<file path="src/rtl/rotor_pkg.sv">
// Shared definitions for the rotor step driver: FSM state encoding, default
// timing constants and the signed-angle magnitude helper.
package rotor_pkg;

    typedef enum logic [2:0] {
        ST_IDLE    = 3'd0,
        ST_STEP_HI = 3'd1,
        ST_STEP_LO = 3'd2,
        ST_SETTLE  = 3'd3,
        ST_DONE    = 3'd4
    } rotor_state_t;

    localparam int DEF_STEP_HIGH_CYC   = 4;
    localparam int DEF_STEP_PERIOD_CYC = 16;
    localparam int DEF_SETTLE_CYC      = 8;

    // Phase timer width; comfortably covers any realistic phase length.
    localparam int TIMER_W = 16;

    // Unsigned magnitude of a two's-complement step count. -128 maps to 128,
    // which still fits in 8 unsigned bits.
    function automatic logic [7:0] angle_mag(input logic [7:0] a);
        return a[7] ? (~a + 8'd1) : a;
    endfunction

endpackage

</file>
<file path="src/rtl/rotor_step_driver_if.sv">
// Command/status bundle between the angle lookup stage and the step driver.
//   master : issues commands (angle_valid, angle), observes driver outputs
//   slave  : the driver; returns angle_ready, step, dir, enable, busy, done,
//            position
interface rotor_step_driver_if;
    logic       angle_valid;
    logic [7:0] angle;
    logic       angle_ready;
    logic       step;
    logic       dir;
    logic       enable;
    logic       busy;
    logic       done;
    logic [7:0] position;

    modport master (
        output angle_valid, angle,
        input  angle_ready, step, dir, enable, busy, done, position
    );

    modport slave (
        input  angle_valid, angle,
        output angle_ready, step, dir, enable, busy, done, position
    );
endinterface

</file>
<file path="src/rtl/rotor_timer.sv">
// Loadable down-counter with zero flag; times every FSM phase.
//   clk, rst  : clock, async active-high reset
//   load      : load load_val this cycle (has priority over counting)
//   load_val  : value loaded; a phase of L cycles is loaded with L-1
//   zero      : counter is at zero (phase ends this cycle)
// Once at zero the counter holds until reloaded.
module rotor_timer
    import rotor_pkg::*;
#(
    parameter int W = TIMER_W
) (
    input  logic         clk,
    input  logic         rst,
    input  logic         load,
    input  logic [W-1:0] load_val,
    output logic         zero
);

    logic [W-1:0] cnt;

    always_ff @(posedge clk or posedge rst) begin
        if (rst) begin
            cnt <= '0;
        end else if (load) begin
            cnt <= load_val;
        end else if (cnt != '0) begin
            cnt <= cnt - W'(1);
        end
    end

    assign zero = (cnt == '0);

endmodule

</file>
<file path="src/rtl/rotor_step_driver.sv">
// Stepper rotor driver: accepts a signed step count, emits that many step
// pulses in the commanded direction, holds the coils energised to settle,
// then pulses done. Tracks accumulated position modulo 256.
//   clk, rst : clock, async active-high reset
//   abort    : (only with ROTOR_ABORT_EN defined) stop stepping, go settle
//   bus      : slave side of rotor_step_driver_if (command in, status out)
// All outputs are registered; step comes straight from a flop.
// Parameters must satisfy STEP_PERIOD_CYC > STEP_HIGH_CYC >= 1, SETTLE_CYC >= 1.
module rotor_step_driver
    import rotor_pkg::*;
#(
    parameter int STEP_HIGH_CYC   = DEF_STEP_HIGH_CYC,
    parameter int STEP_PERIOD_CYC = DEF_STEP_PERIOD_CYC,
    parameter int SETTLE_CYC      = DEF_SETTLE_CYC
) (
    input  logic                clk,
    input  logic                rst,
`ifdef ROTOR_ABORT_EN
    input  logic                abort,
`endif
    rotor_step_driver_if.slave  bus
);

    // Timer reload values: a phase of L cycles counts L-1 down to 0.
    localparam logic [TIMER_W-1:0] HI_LOAD     = TIMER_W'(STEP_HIGH_CYC - 1);
    localparam logic [TIMER_W-1:0] LO_LOAD     = TIMER_W'(STEP_PERIOD_CYC - STEP_HIGH_CYC - 1);
    localparam logic [TIMER_W-1:0] SETTLE_LOAD = TIMER_W'(SETTLE_CYC - 1);

    rotor_state_t       state;
    logic [7:0]         rem;        // steps left, including the one in flight
    logic [7:0]         mag;
    logic               accept;
    logic               last_step;
    logic               abort_i;
    logic               t_load;
    logic [TIMER_W-1:0] t_val;
    logic               t_zero;

    logic               step_r;
    logic               dir_r;
    logic               enable_r;
    logic               busy_r;
    logic               done_r;
    logic               ready_r;
    logic [7:0]         pos_r;

`ifdef ROTOR_ABORT_EN
    assign abort_i = abort;
`else
    assign abort_i = 1'b0;
`endif

    assign mag       = angle_mag(bus.angle);
    assign accept    = bus.angle_valid && ready_r;
    assign last_step = (rem == 8'd1);

    // Phase timer reloads happen on the same edge as the state change they
    // time, so the timer always describes the state being entered.
    always_comb begin
        t_load = 1'b0;
        t_val  = HI_LOAD;
        case (state)
            ST_IDLE: begin
                if (accept && mag != 8'd0) begin
                    t_load = 1'b1;
                    t_val  = HI_LOAD;
                end
            end
            ST_STEP_HI: begin
                if (abort_i) begin
                    t_load = 1'b1;
                    t_val  = SETTLE_LOAD;
                end else if (t_zero) begin
                    t_load = 1'b1;
                    t_val  = LO_LOAD;
                end
            end
            ST_STEP_LO: begin
                if (abort_i || (t_zero && last_step)) begin
                    t_load = 1'b1;
                    t_val  = SETTLE_LOAD;
                end else if (t_zero) begin
                    t_load = 1'b1;
                    t_val  = HI_LOAD;
                end
            end
            default: ;
        endcase
    end

    rotor_timer #(.W(TIMER_W)) u_timer (
        .clk      (clk),
        .rst      (rst),
        .load     (t_load),
        .load_val (t_val),
        .zero     (t_zero)
    );

    always_ff @(posedge clk or posedge rst) begin
        if (rst) begin
            state    <= ST_IDLE;
            rem      <= 8'd0;
            step_r   <= 1'b0;
            dir_r    <= 1'b0;
            enable_r <= 1'b0;
            busy_r   <= 1'b0;
            done_r   <= 1'b0;
            ready_r  <= 1'b0;
            pos_r    <= 8'd0;
        end else begin
            done_r <= 1'b0;
            case (state)
                ST_IDLE: begin
                    // ready stays low for the first cycle out of reset
                    ready_r <= 1'b1;
                    if (accept) begin
                        ready_r <= 1'b0;
                        dir_r   <= bus.angle[7];
                        if (mag == 8'd0) begin
                            state  <= ST_DONE;
                            done_r <= 1'b1;
                        end else begin
                            state    <= ST_STEP_HI;
                            rem      <= mag;
                            step_r   <= 1'b1;
                            busy_r   <= 1'b1;
                            enable_r <= 1'b1;
                            // direction comes from the incoming angle; dir_r
                            // is only updated on this same edge
                            pos_r    <= bus.angle[7] ? pos_r - 8'd1 : pos_r + 8'd1;
                        end
                    end
                end
                ST_STEP_HI: begin
                    if (abort_i) begin
                        state  <= ST_SETTLE;
                        step_r <= 1'b0;
                    end else if (t_zero) begin
                        state  <= ST_STEP_LO;
                        step_r <= 1'b0;
                    end
                end
                ST_STEP_LO: begin
                    if (abort_i || (t_zero && last_step)) begin
                        state <= ST_SETTLE;
                    end else if (t_zero) begin
                        state  <= ST_STEP_HI;
                        rem    <= rem - 8'd1;
                        step_r <= 1'b1;
                        pos_r  <= dir_r ? pos_r - 8'd1 : pos_r + 8'd1;
                    end
                end
                ST_SETTLE: begin
                    if (t_zero) begin
                        state    <= ST_DONE;
                        busy_r   <= 1'b0;
                        enable_r <= 1'b0;
                        done_r   <= 1'b1;
                    end
                end
                ST_DONE: begin
                    state   <= ST_IDLE;
                    ready_r <= 1'b1;
                end
                default: begin
                    state <= ST_IDLE;
                end
            endcase
        end
    end

    assign bus.angle_ready = ready_r;
    assign bus.step        = step_r;
    assign bus.dir         = dir_r;
    assign bus.enable      = enable_r;
    assign bus.busy        = busy_r;
    assign bus.done        = done_r;
    assign bus.position    = pos_r;

endmodule

</file>
<file path="src/flat_wrapper.sv">
// flat-port wrapper written by rule: the top's interface ports become plain ports
module rotor_step_driver_flat import rotor_pkg::*;
#(
    parameter int STEP_HIGH_CYC   = DEF_STEP_HIGH_CYC,
    parameter int STEP_PERIOD_CYC = DEF_STEP_PERIOD_CYC,
    parameter int SETTLE_CYC      = DEF_SETTLE_CYC
)
  (clk, rst, bus_angle_valid, bus_angle, bus_angle_ready, bus_step, bus_dir, bus_enable, bus_busy, bus_done, bus_position);
  rotor_step_driver_if bus_i ();
  input  logic clk;
  input  logic rst;
  input wire logic [$bits(bus_i.angle_valid)-1:0] bus_angle_valid;
  input wire logic [$bits(bus_i.angle)-1:0] bus_angle;
  output wire logic [$bits(bus_i.angle_ready)-1:0] bus_angle_ready;
  output wire logic [$bits(bus_i.step)-1:0] bus_step;
  output wire logic [$bits(bus_i.dir)-1:0] bus_dir;
  output wire logic [$bits(bus_i.enable)-1:0] bus_enable;
  output wire logic [$bits(bus_i.busy)-1:0] bus_busy;
  output wire logic [$bits(bus_i.done)-1:0] bus_done;
  output wire logic [$bits(bus_i.position)-1:0] bus_position;
  assign bus_i.angle_valid = bus_angle_valid;
  assign bus_i.angle = bus_angle;
  assign bus_angle_ready = bus_i.angle_ready;
  assign bus_step = bus_i.step;
  assign bus_dir = bus_i.dir;
  assign bus_enable = bus_i.enable;
  assign bus_busy = bus_i.busy;
  assign bus_done = bus_i.done;
  assign bus_position = bus_i.position;
  rotor_step_driver #(.STEP_HIGH_CYC(STEP_HIGH_CYC), .STEP_PERIOD_CYC(STEP_PERIOD_CYC), .SETTLE_CYC(SETTLE_CYC)) u_core (.clk(clk), .rst(rst), .bus(bus_i));
endmodule
</file>
<file path="config.mk">
export PLATFORM = sky130hd
export DESIGN_NAME = rotor_step_driver_flat
export DESIGN_NICKNAME = d
export VERILOG_FILES = /design/src/rtl/rotor_pkg.sv /design/src/rtl/rotor_step_driver_if.sv /design/src/rtl/rotor_timer.sv /design/src/rtl/rotor_step_driver.sv /design/src/flat_wrapper.sv
export SDC_FILE = /design/constraint.sdc
export NUM_CORES = 1
export LEC_CHECK = 0
export BUFFER_PORTS_ARGS = -buffer_cell sky130_fd_sc_hd__clkbuf_2
export CAP_MARGIN = 40
export CORE_ASPECT_RATIO = 2
export CORE_MARGIN = 4
export CORE_UTILIZATION = 38
export CTS_BUF_LIST = sky130_fd_sc_hd__clkbuf_16
export DETAILED_ROUTE_END_ITERATION = 16
export PLACE_DENSITY = 0.54
export SYNTH_ARGS = -nofsm -noshare
export SYNTH_HDL_FRONTEND = slang
export SYNTH_SLANG_ARGS = --single-unit
</file>
<file path="constraint.sdc">
create_clock -name clk -period 2.3 [get_ports clk]
set_input_delay 0.23 -clock clk [delete_from_list [all_inputs] [get_ports clk]]
set_output_delay 0.23 -clock clk [all_outputs]
set_load 0.02 [all_outputs]
</file>
==> results of run 1 <==
## area by class of cell
type	instances	area, um^2
sequential	40	1000
clock buffer	5	125
clock inverter	3	42.5
inverter	10	37.5
timing repair buffer	68	494
fill	647	3260
multi-input combinational	212	1490
tap	88	110
## what timing repair did
item / in CTS / in global routing
buffers inserted: 4 / 4
gates cloned: 1 / 0
endpoints found under the setup margin: 17 / 18
resized for setup: 7 / 11
pin swaps: 2 / 3
## metal layers
| metal | track usage, % | up-vias | share of wire [%] | wire length [um] |
|---|---|---|---|---|
| li1 | - | 1101 | - | - |
| met1 | 17.7 | 1088 | 36 | 2340 |
| met2 | 33.8 | 33 | 59 | 3890 |
| met3 | 2.80 | 11 | 2.2 | 142 |
| met4 | 8.05 | 0 | 2.6 | 172 |
| met5 | 0 | - | 0 | 0 |
## report_power, final
part / leakage, nW / internal (mW) / total, mW / switching (mW)
Sequential: 0.524 / 0.704 / 0.704 / 0
Combinational: 0.946 / 0.0275 / 0.0735 / 0.0460
Clock: 0.0814 / 0.510 / 0.804 / 0.294
## kinds of logic (layout without fill, tap and decap cells)
family	count (synthesis)	after routing	share of synthesized area, %
simple gates	117	117	25.2
xor+xnor	27	27	9.57
fa+ha+maj	8	8	3.93
buf+inv	23	86	4.51
flops	40	40	39.3
mux	4	4	1.82
compound gates	55	56	15.8
## sequential cells by signal (all words and copies together), names as in the netlist
register and count:
u_core.bus.step 1, u_core.bus.position 8, u_core.bus.angle_ready 1, u_core.rem 8, u_core.state 3, u_core.bus.done 1
u_core.bus.dir 1, u_core.bus.enable 1, u_core.u_timer.cnt 16
## tightest hold or removal path: cells and delay by family
kind     cells  cell delay (ps)
buf+inv      3              560
## synthesized netlist by cell type, types with 3 or more instances
cell type / number
dfrtp_1: 40
inv_1: 10
o21ai_2: 3
or3_1: 4
a22o_1: 5
nor3_1: 8
xnor2_1: 16
nor2b_1: 3
nor4_1: 4
nor4b_1: 3
xor2_1: 10
buf_2: 4
nor2_1: 32
nand3_1: 9
clkbuf_1: 6
nor3b_1: 4
a21oi_1: 9
o21ai_0: 14
ha_1: 8
nand2b_1: 8
and4_1: 3
nand2_1: 21
nand4_1: 5
o31ai_1: 4
## final timing paths
kind | slack [ps] | end | cells past startpoint | start
max | -120 | u_core.rem[5] | 7 | u_core.u_timer.cnt[9]
min | 40 | u_core.u_timer.cnt[11] | 3 | rst
max reg2reg | -120 | u_core.rem[5] | 7 | u_core.u_timer.cnt[9]
min reg2reg | 510 | u_core.bus.position[7] | 1 | u_core.bus.position[7]
max in group asynchronous | 1870 | u_core.rem[4] | 3 | rst
min in group clk | 340 | u_core.rem[0] | 3 | bus_angle[0]
==> out/results.tsv, run 1 <==
stage	metric	value	unit
clock_tree	CTS tree	built	
worst_setup_path	CP peak stage delay	530	ps
worst_setup_path	Critical Path RT	2480	ps
yosys	post-synthesis cell type count	56	
yosys	top cell type's share of synthesized area	39.3	%
global_routing	overall routing resource usage	17.5	%
final_layout	Post-layout nets	356	
routing	DRT Wirelength	6.54	mm
final_layout	fraction of layout cells with a size suffix above 1	29.6	%
yosys	register area share after synthesis	39.3	%
clock_tree	clk sinks	40	
global_routing	vias in the first global route	2215	
yosys	Synth Cell Area	2550	um^2
global_routing	global-route wire length before repair	10.8	mm
sta	RSZ-0062 raised after global routing	true	
sta	Rel. slew slack	61.9	%
die	Core ar.	6570	um^2
routing	Routed wire per std cell	15.4	um
sta	period utilization	105	%
pwr	Total Power	1.58	mW
clock_tree	Max Root-Sink Buffers	2	
sta	Slew Limit Fails	0	
global_routing	largest net degree at the start of global routing	41	
yosys	dominant synthesized flop cell	dfrtp_1	
worst_setup_path	Slowest-stage cell, CP	or4_4	
routing	Via density	5.24	
clock_tree	CTS clk-pin slew, worst paths	60	ps
worst_setup_path	CP Class	flop to flop	
final_layout	P&R area growth vs syn	29.6	%
die	Site Rows	42	
worst_hold_path	Hold/Removal Path Class	input pin to async pin	
run	Max Cap Viol	0	
die	die width	65.9	um
sta	worst-margin pin slew	568	ps
final_layout	final instance count without filler cells	426	
final_layout	most common cell after layout, fill and taps aside	dfrtp_1	
yosys	Post-synth EDFFs	0	
sta	Final Hold Vio Count	0	
clock_tree	CTS buffer count	5	
yosys	ranking of synthesized cells by area	dfrtp_1, xnor2_1, nor2_1, ha_1, xor2_1	
routing	ANT nets after route	0	
yosys	ys async rst share	100	%
worst_setup_path	Critical Path Fanout Max	7	
placed_design	Cells after DPL	409	
sta	hold slack	44.6	ps
sta	endpoints failing setup	19	
yosys	Mapped Nets	293	
pwr	Worst VDD drop	0.449	mV
die	Die Height	124	um
sta	Fmax	413	MHz
final_layout	n_diodes	0	
worst_setup_path	Critical Path AT	2600	ps
final_layout	design area	3300	um^2
global_routing	antenna violations before repair	0	
yosys	Synth Warn #	0	
routing	TritonRoute pass-1 iters	4	
yosys	Gate Count Post-Synth	274	
clock_tree	clock root buffer	clkbuf_16	
run_status	failing checks	negative setup slack	
pwr	Leak Pwr	1.55	nW
sta	setup TNS	-1230	ps
placed_design	Placement Cell Area	2990	um^2
worst_setup_path	kind of end point of the critical path	flop	
yosys	area leader, netlist	dfrtp_1	
sta	Setup WS post-layout	-119	ps
pwr	Pwr Density	478	nW/um^2
worst_setup_path	Critical path buffers and inverters	1	
sta	final clock skew	6.20	ps
yosys	Yosys reg bits	40	
routing	drt drc	0	
clock_tree	H-tree depth	2	
global_routing	GRT overflow	0	
clock_tree	# hold bufs at CTS	0	
placed_design	dpl ws	-328	ps
sta	Final min period	2420	ps
worst_setup_path	crit-path cells	or4_4, or4b_4, nor4b_4, o22a_4, buf_12, nand2_2, a22o_1	
placed_design	port buffer count	24	
placed_design	hpwl dp	4.88	mm
clock_tree	clock latency at the later pin of the worst-skew pair	290	ps
worst_setup_path	critical path's top delay family	simple AND/OR/NAND/NOR gates	
routing	routed vias	2233	
run_status	status	finished, violations left	
die	die area	8160	um^2
final_layout	commonest non-fill, non-tap cells in the layout	dfrtp_1, buf_4, nor2_1	
worst_setup_path	Critical Path Source Type	flop	
final_layout	Final Util	50.3	%
yosys	Post-Syn Area per Cell	9.31	um^2
placed_design	gpl congestion	0.781	
die	initial cell density of the core	38.8	%
routing	First DRT Iteration DRCs	109	
die	# IOs	25	
Power figures use the tool's default switching activity.
==> run 2: changes to the inputs <==
--- a/config.mk
+++ b/config.mk
@@ -5,6 +5,7 @@
 export SDC_FILE = /design/constraint.sdc
 export NUM_CORES = 1
 export LEC_CHECK = 0
+export ABC_AREA = 1
 export BUFFER_PORTS_ARGS = -buffer_cell sky130_fd_sc_hd__clkbuf_2
 export CAP_MARGIN = 40
 export CORE_ASPECT_RATIO = 2
==> out/results.tsv, run 2 <==
stage	metric	value	unit	change
run_status	status	finished, final reports clean		was finished, violations left
yosys	post-synthesis cell type count	36		was 56
global_routing	largest net degree at the start of global routing	41		unchanged
placed_design	hpwl dp	6.24	mm	was 4.88 mm
worst_setup_path	Slowest-stage cell, CP	dfrtp_1		was or4_4
sta	setup TNS	0	ps	was -1230 ps
global_routing	overall routing resource usage	17.8	%	was 17.5%
worst_setup_path	Critical path buffers and inverters	3		was 1
yosys	Mapped Nets	475		was 293
global_routing	vias in the first global route	2872		was 2215
placed_design	gpl congestion	0.833		was 0.781
yosys	ranking of synthesized cells by area	dfrtp_1, nand2_1, inv_1, nor2_1, nand3_1		was dfrtp_1, xnor2_1, nor2_1, ha_1, xor2_1
yosys	top cell type's share of synthesized area	32.4	%	was 39.3%
yosys	Synth Cell Area	3090	um^2	was 2550 um^2
yosys	ys async rst share	100	%	unchanged
sta	worst-margin pin slew	525	ps	was 568 ps
worst_setup_path	Crit. path cell count	10		was 7
sta	period utilization	87.2	%	was 105%
routing	First DRT Iteration DRCs	82		was 109
pwr	Leak Pwr	1.88	nW	was 1.55 nW
pwr	Worst VDD drop	0.273	mV	was 0.449 mV
sta	Final Hold Vio Count	0		unchanged
final_layout	P&R area growth vs syn	11.9	%	was 29.6%
sta	hold slack	33.8	ps	was 44.6 ps
final_layout	commonest non-fill, non-tap cells in the layout	nand2_1, inv_1, nor2_1		was dfrtp_1, buf_4, nor2_1
die	Die Height	136	um	was 124 um
routing	drt drc	0		unchanged
worst_setup_path	CP peak stage delay	380	ps	was 530 ps
yosys	Post-synth EDFFs	0		unchanged
die	die width	71.8	um	was 65.9 um
global_routing	GRT overflow	0		unchanged
yosys	Yosys reg bits	40		unchanged
routing	routed vias	2871		was 2233
yosys	area leader, netlist	dfrtp_1		unchanged
final_layout	most common cell after layout, fill and taps aside	nand2_1		was dfrtp_1
die	Core ar.	7940	um^2	was 6570 um^2
final_layout	fraction of layout cells with a size suffix above 1	16.2	%	was 29.6%
final_layout	Post-layout nets	500		was 356
final_layout	Largest Register	u_core.u_timer.cnt		unchanged
global_routing	antenna violations before repair	0		unchanged
sta	Rel. slew slack	65.0	%	was 61.9%
die	# IOs	25		unchanged
clock_tree	CTS clk-pin slew, worst paths	60	ps	about the same
yosys	dominant synthesized flop cell	dfrtp_1		unchanged
sta	endpoints failing setup	0		was 19
worst_setup_path	crit-path cells	inv_1, ha_1, inv_1, nor2_1, nand4_1, nor2_2, o21ai_0, nand2_2, buf_4, nor2_1		was or4_4, or4b_4, nor4b_4, o22a_4, buf_12, nand2_2, a22o_1
sta	Final min period	2000	ps	was 2420 ps
clock_tree	clock latency at the later pin of the worst-skew pair	290	ps	about the same
clock_tree	clk sinks	40		unchanged
clock_tree	H-tree depth	2		unchanged
routing	ANT nets after route	0		unchanged
final_layout	Largest register FFs	16		unchanged
final_layout	# fillers	871		was 647
sta	RSZ-0062 raised after global routing	false		was true
clock_tree	post-cts resize count	0		was 7
clock_tree	clock root buffer	clkbuf_16		unchanged
yosys	Synth Warn #	0		unchanged
die	initial cell density of the core	38.9	%	was 38.8%
yosys	register area share after synthesis	32.4	%	was 39.3%
routing	Via density	4.97		was 5.24
routing	DRT Wirelength	7.95	mm	was 6.54 mm
worst_setup_path	Critical Path RT	2480	ps	about the same
run	Max Cap Viol	0		unchanged
clock_tree	CTS tree	built		unchanged
worst_setup_path	critical path's top delay family	simple AND/OR/NAND/NOR gates		unchanged
die	Site Rows	46		was 42
sta	final clock skew	5.22	ps	was 6.20 ps
routing	TritonRoute pass-1 iters	4		unchanged
pwr	Pwr Density	463	nW/um^2	was 478 nW/um^2
worst_setup_path	Critical Path AT	2180	ps	was 2600 ps
worst_setup_path	reg2reg path depth	10		was 7
clock_tree	Max Root-Sink Buffers	2		unchanged
final_layout	n_diodes	0		unchanged
placed_design	port buffer count	24		unchanged
worst_setup_path	kind of end point of the critical path	flop		unchanged
routing	Routed wire per std cell	13.7	um	was 15.4 um
yosys	Post-Syn Area per Cell	6.78	um^2	was 9.31 um^2
global_routing	global-route wire length before repair	13.6	mm	was 10.8 mm
die	die area	9730	um^2	was 8160 um^2
sta	Slew Limit Fails	0		unchanged
sta	Fmax	499	MHz	was 413 MHz
yosys	Gate Count Post-Synth	456		was 274
yosys	synth cell count leaders	nand2_1, inv_1, nor2_1, dfrtp_1, nand3_1		was dfrtp_1, nor2_1, nand2_1, xnor2_1, o21ai_0
clock_tree	CTS buffer count	5		unchanged
yosys	most common cell in the netlist	nand2_1		was dfrtp_1
worst_hold_path	Hold/Removal Path Class	input pin to async pin		unchanged
worst_setup_path	Critical Path Source Type	flop		unchanged
worst_setup_path	CP Class	flop to flop		unchanged
worst_setup_path	Critical Path Fanout Max	7		unchanged
run 2: power breakdown:
| part | internal, mW | switching (mW) | total (mW) |
|---|---|---|---|
| clock network | 0.516 | 0.309 | 0.825 |
| registers | 0.703 | 0 | 0.703 |
| logic | 0.0231 | 0.0498 | 0.0729 |
| total | 1.24 | 0.359 | 1.60 |
run 2: final timing paths:
path	from	slack (ps)	endpoint
min in group clk	bus_angle_valid	340	u_core.bus.angle_ready
max reg2reg	u_core.u_timer.cnt[0]	300	u_core.u_timer.cnt[14]
max	u_core.u_timer.cnt[0]	300	u_core.u_timer.cnt[14]
max in group asynchronous	rst	1890	u_core.u_timer.cnt[1]
min reg2reg	u_core.rem[7]	480	u_core.rem[7]
min	rst	30	u_core.u_timer.cnt[8]
run 2: logic make-up after synthesis:
family | count (synthesis) | share of synthesized area (%)
simple gates | 279 | 40.8
buf+inv | 69 | 10.5
xor+xnor | 23 | 6.52
fa+ha+maj | 8 | 3.24
flops | 40 | 32.4
compound gates | 37 | 6.52
run 2: layer usage:
metal | GRT usage (%) | vias up | part of all wire (%)
li1 | - | 1469 | -
met3 | 2.15 | 11 | 2.1
met2 | 35.5 | 40 | 59
met1 | 18.0 | 1351 | 37
met5 | 0 | - | 0
met4 | 7.11 | 0 | 2.0
run 2: repair_timing:
item                       in CTS  in global routing
setup endpoints to repair       0                  1
hold buffers                    0                  0
buffers inserted                0                  2
run 2: final cells by class:
type                    instances  area (um^2)  share of cell area [%]
clock buffers                   5          125                    3.62
clock inverters                 3         46.3                    1.34
inverters                      55          209                    6.04
multi-input cells             347         1770                    51.0
flip-flops and latches         40         1000                    28.9
well taps                      96          120                    3.47
repair buffers                 32          193                    5.57
run 2: worst register-to-register path, delay by kind of cell, from the launching register on:
family,cells,cell delay [ps]
flops,1,380
compound gates,1,220
fa+ha+maj,1,190
simple gates,5,780
buf+inv,3,330
run 2: per-stage QoR:
step | std cells | setup WS (ps) | power [mW] | util [%] | instance area [um^2]
finish | 578 | 295 | 1.60 | 43.6 | 3460
global route | 578 | 41.0 | 1.66 | 43.6 | 3460
CTS | 576 | 261 | 1.62 | 43.2 | 3430
detailed placement | 568 | 187 | 0.792 | 41.1 | 3260
global placement | 568 | 202 | 0.790 | 41.1 | 3260
floorplan | 456 | 615 | 0.767 | - | 3090
==> run 3: changes to the inputs <==
--- a/config.mk
+++ b/config.mk
@@ -13,7 +13,7 @@
 export CORE_UTILIZATION = 38
 export CTS_BUF_LIST = sky130_fd_sc_hd__clkbuf_16
 export DETAILED_ROUTE_END_ITERATION = 16
-export PLACE_DENSITY = 0.54
+export PLACE_DENSITY = 0.52
 export SYNTH_ARGS = -nofsm -noshare
 export SYNTH_HDL_FRONTEND = slang
 export SYNTH_SLANG_ARGS = --single-unit
==> constraint.sdc (replaced) <==
create_clock -name clk -period 2.5 [get_ports clk]
set_input_delay 0.25 -clock clk [delete_from_list [all_inputs] [get_ports clk]]
set_output_delay 0.25 -clock clk [all_outputs]
set_load 0.02 [all_outputs]
==> out/results.tsv, run 3 (same netlist as run 2, synthesis figures left out) <==
stage	metric	value	unit	change
clock_tree	CTS clk-pin slew, worst paths	60	ps	about the same
clock_tree	post-CTS setup buffer count	0		unchanged
sta	Rel. slew slack	69.2	%	was 65.0%
clock_tree	clock latency at the later pin of the worst-skew pair	290	ps	about the same
global_routing	largest net degree at the start of global routing	24		was 41
placed_design	port buffer count	24		unchanged
sta	final clock skew	7.82	ps	was 5.22 ps
pwr	Clk pwr share	50.8	%	was 51.5%
sta	period utilization	78.7	%	was 87.2%
final_layout	design area	3450	um^2	was 3460 um^2
sta	worst-margin pin slew	459	ps	was 525 ps
placed_design	Placement Cell Area	3270	um^2	was 3260 um^2
pwr	Worst VDD drop	0.326	mV	was 0.273 mV
die	die width	71.8	um	unchanged
placed_design	gpl congestion	0.892		was 0.833
final_layout	Post-layout nets	498		was 500
die	die area	9730	um^2	unchanged
global_routing	met2 usage	35.5	%	about the same
pwr	internal power	1.14	mW	was 1.24 mW
placed_design	hpwl dp	6.25	mm	was 6.24 mm
global_routing	GRT overflow	0		unchanged
clock_tree	clock root buffer	clkbuf_16		unchanged
clock_tree	Max Root-Sink Buffers	2		unchanged
worst_hold_path	Hold/Removal Path Class	input pin to flop		was input pin to async pin
worst_setup_path	kind of end point of the critical path	flop		unchanged
global_routing	overall routing resource usage	18.0	%	was 17.8%
routing	ANT nets after route	0		unchanged
final_layout	commonest non-fill, non-tap cells in the layout	nand2_1, nor2_1, inv_1		was nand2_1, inv_1, nor2_1
global_routing	busiest grt layer	met2		unchanged
sta	Fmax	508	MHz	was 499 MHz
run	Max Cap Viol	0		unchanged
routing	TritonRoute pass-1 iters	4		unchanged
sta	RSZ-0062 raised after global routing	false		unchanged
sta	Final min period	1970	ps	was 2000 ps
worst_setup_path	Critical Path RT	2720	ps	was 2480 ps
global_routing	vias in the first global route	2902		was 2872
global_routing	antenna violations before repair	0		unchanged
pwr	Reg power frac	44.2	%	was 43.9%
pwr	Sw Pwr	0.323	mW	was 0.359 mW
die	Die Height	136	um	unchanged
die	initial cell density of the core	38.9	%	unchanged
routing	Routed wire per std cell	13.8	um	was 13.7 um
sta	endpoints failing setup	0		unchanged
pwr	Gate power share	5.0	%	was 4.6%
global_routing	global-route wire length before repair	13.6	mm	about the same
clock_tree	CTS buffer count	5		unchanged
routing	DRT Wirelength	7.96	mm	was 7.95 mm
clock_tree	CTS tree	built		unchanged
worst_setup_path	CP Class	flop to flop		unchanged
final_layout	Largest register FFs	16		unchanged
routing	Via density	4.86		was 4.97
die	Site Rows	46		unchanged
clock_tree	clk sinks	40		unchanged
worst_setup_path	Critical Path Source Type	flop		unchanged
final_layout	n_diodes	0		unchanged
sta	Final Hold Vio Count	0		unchanged
routing	routed vias	2801		was 2871
pwr	Total Power	1.47	mW	was 1.60 mW
pwr	Pwr Density	425	nW/um^2	was 463 nW/um^2
final_layout	Largest Register	u_core.u_timer.cnt		unchanged
die	# IOs	25		unchanged
clock_tree	post-cts resize count	0		unchanged
sta	Slew Limit Fails	0		unchanged
routing	drt drc	0		unchanged
clock_tree	H-tree depth	2		unchanged
worst_setup_path	Critical Path Fanout Max	14		was 7
global_routing	GR Util met3	1.41	%	was 2.15%
pwr	Leak Pwr	1.87	nW	was 1.88 nW
final_layout	most common cell after layout, fill and taps aside	nand2_1		unchanged
worst_setup_path	Critical Path AT	2190	ps	was 2180 ps
run_status	status	finished, final reports clean		unchanged
pwr	Net Sw Frac	22.1	%	was 22.4%
final_layout	P&R area growth vs syn	11.6	%	was 11.9%
final_layout	fraction of layout cells with a size suffix above 1	15.4	%	was 16.2%
global_routing	met1 Resource Use GR	18.4	%	was 18.0%
sta	setup TNS	0	ps	unchanged
routing	First DRT Iteration DRCs	128		was 82
die	Core ar.	7940	um^2	unchanged
-- run 3: metal layers --
| layer | part of all wire (%) | wire length [um] |
|---|---|---|
| met3 | 1.8 | 145 |
| met5 | 0 | 0 |
| met1 | 37 | 2930 |
| met2 | 58 | 4660 |
| met4 | 2.8 | 226 |
-- run 3: cell type report --
class                   instances  area [um^2]
inverters                      55          209
repair buffers                 30          188
clock buffers                   5          125
multi-input cells             347         1770
clock inverters                 3         42.5
fillers                       865         4490
flip-flops and latches         40         1000
well taps                      96          120
-- run 3: metrics by stage --
step	utilization (%)	hold slack (ps)	instances	worst slack (ps)
floorplan	-	442	456	815
global placement	40.9	390	566	413
detailed placement	41.2	171	567	403
CTS	43.4	368	576	516
global route	43.4	416	576	259
finish	43.4	357	576	533
-- run 3: critical path: stages, from the launching register on --
cell     delay (ps)
dfrtp_1         380
inv_1           130
ha_1            180
inv_1            40
nor2_1          110
nand4_1         130
nor2_2          250
o21ai_0         210
nand2_2         290
nor2_1           70
nor2_1          100
-- run 3: path summary, 6_finish.rpt --
| check | start | endpoint | slack, ps | cells past startpoint |
|---|---|---|---|---|
| max in group asynchronous | rst | u_core.rem[3] | 1420 | 5 |
| setup reg to reg | u_core.u_timer.cnt[0] | u_core.u_timer.cnt[3] | 530 | 10 |
| min in group asynchronous | rst | u_core.bus.position[7] | 410 | 3 |
| hold reg to reg | u_core.bus.step | u_core.bus.step | 480 | 2 |
| hold / removal | bus_angle_valid | u_core.bus.angle_ready | 360 | 4 |
| setup / recovery | u_core.u_timer.cnt[0] | u_core.u_timer.cnt[3] | 530 | 10 |
-- run 3: power groups by stage --
stage / Clock, mW / Sequential, mW / Combinational (mW)
6_report: 0.745 / 0.647 / 0.0731
5_1_grt: 0.779 / 0.647 / 0.0875
4_1_cts: 0.753 / 0.647 / 0.0750
3_5_place_dp: 0 / 0.659 / 0.0736
3_3_place_gp: 0 / 0.659 / 0.0678
2_1_floorplan: 0 / 0.659 / 0.0461
-- run 3: timing repair --
action                                  4_1_cts  5_1_grt
hold buffers                                  1        0
hold endpoints to repair                      6        0
endpoints found under the setup margin        0        0
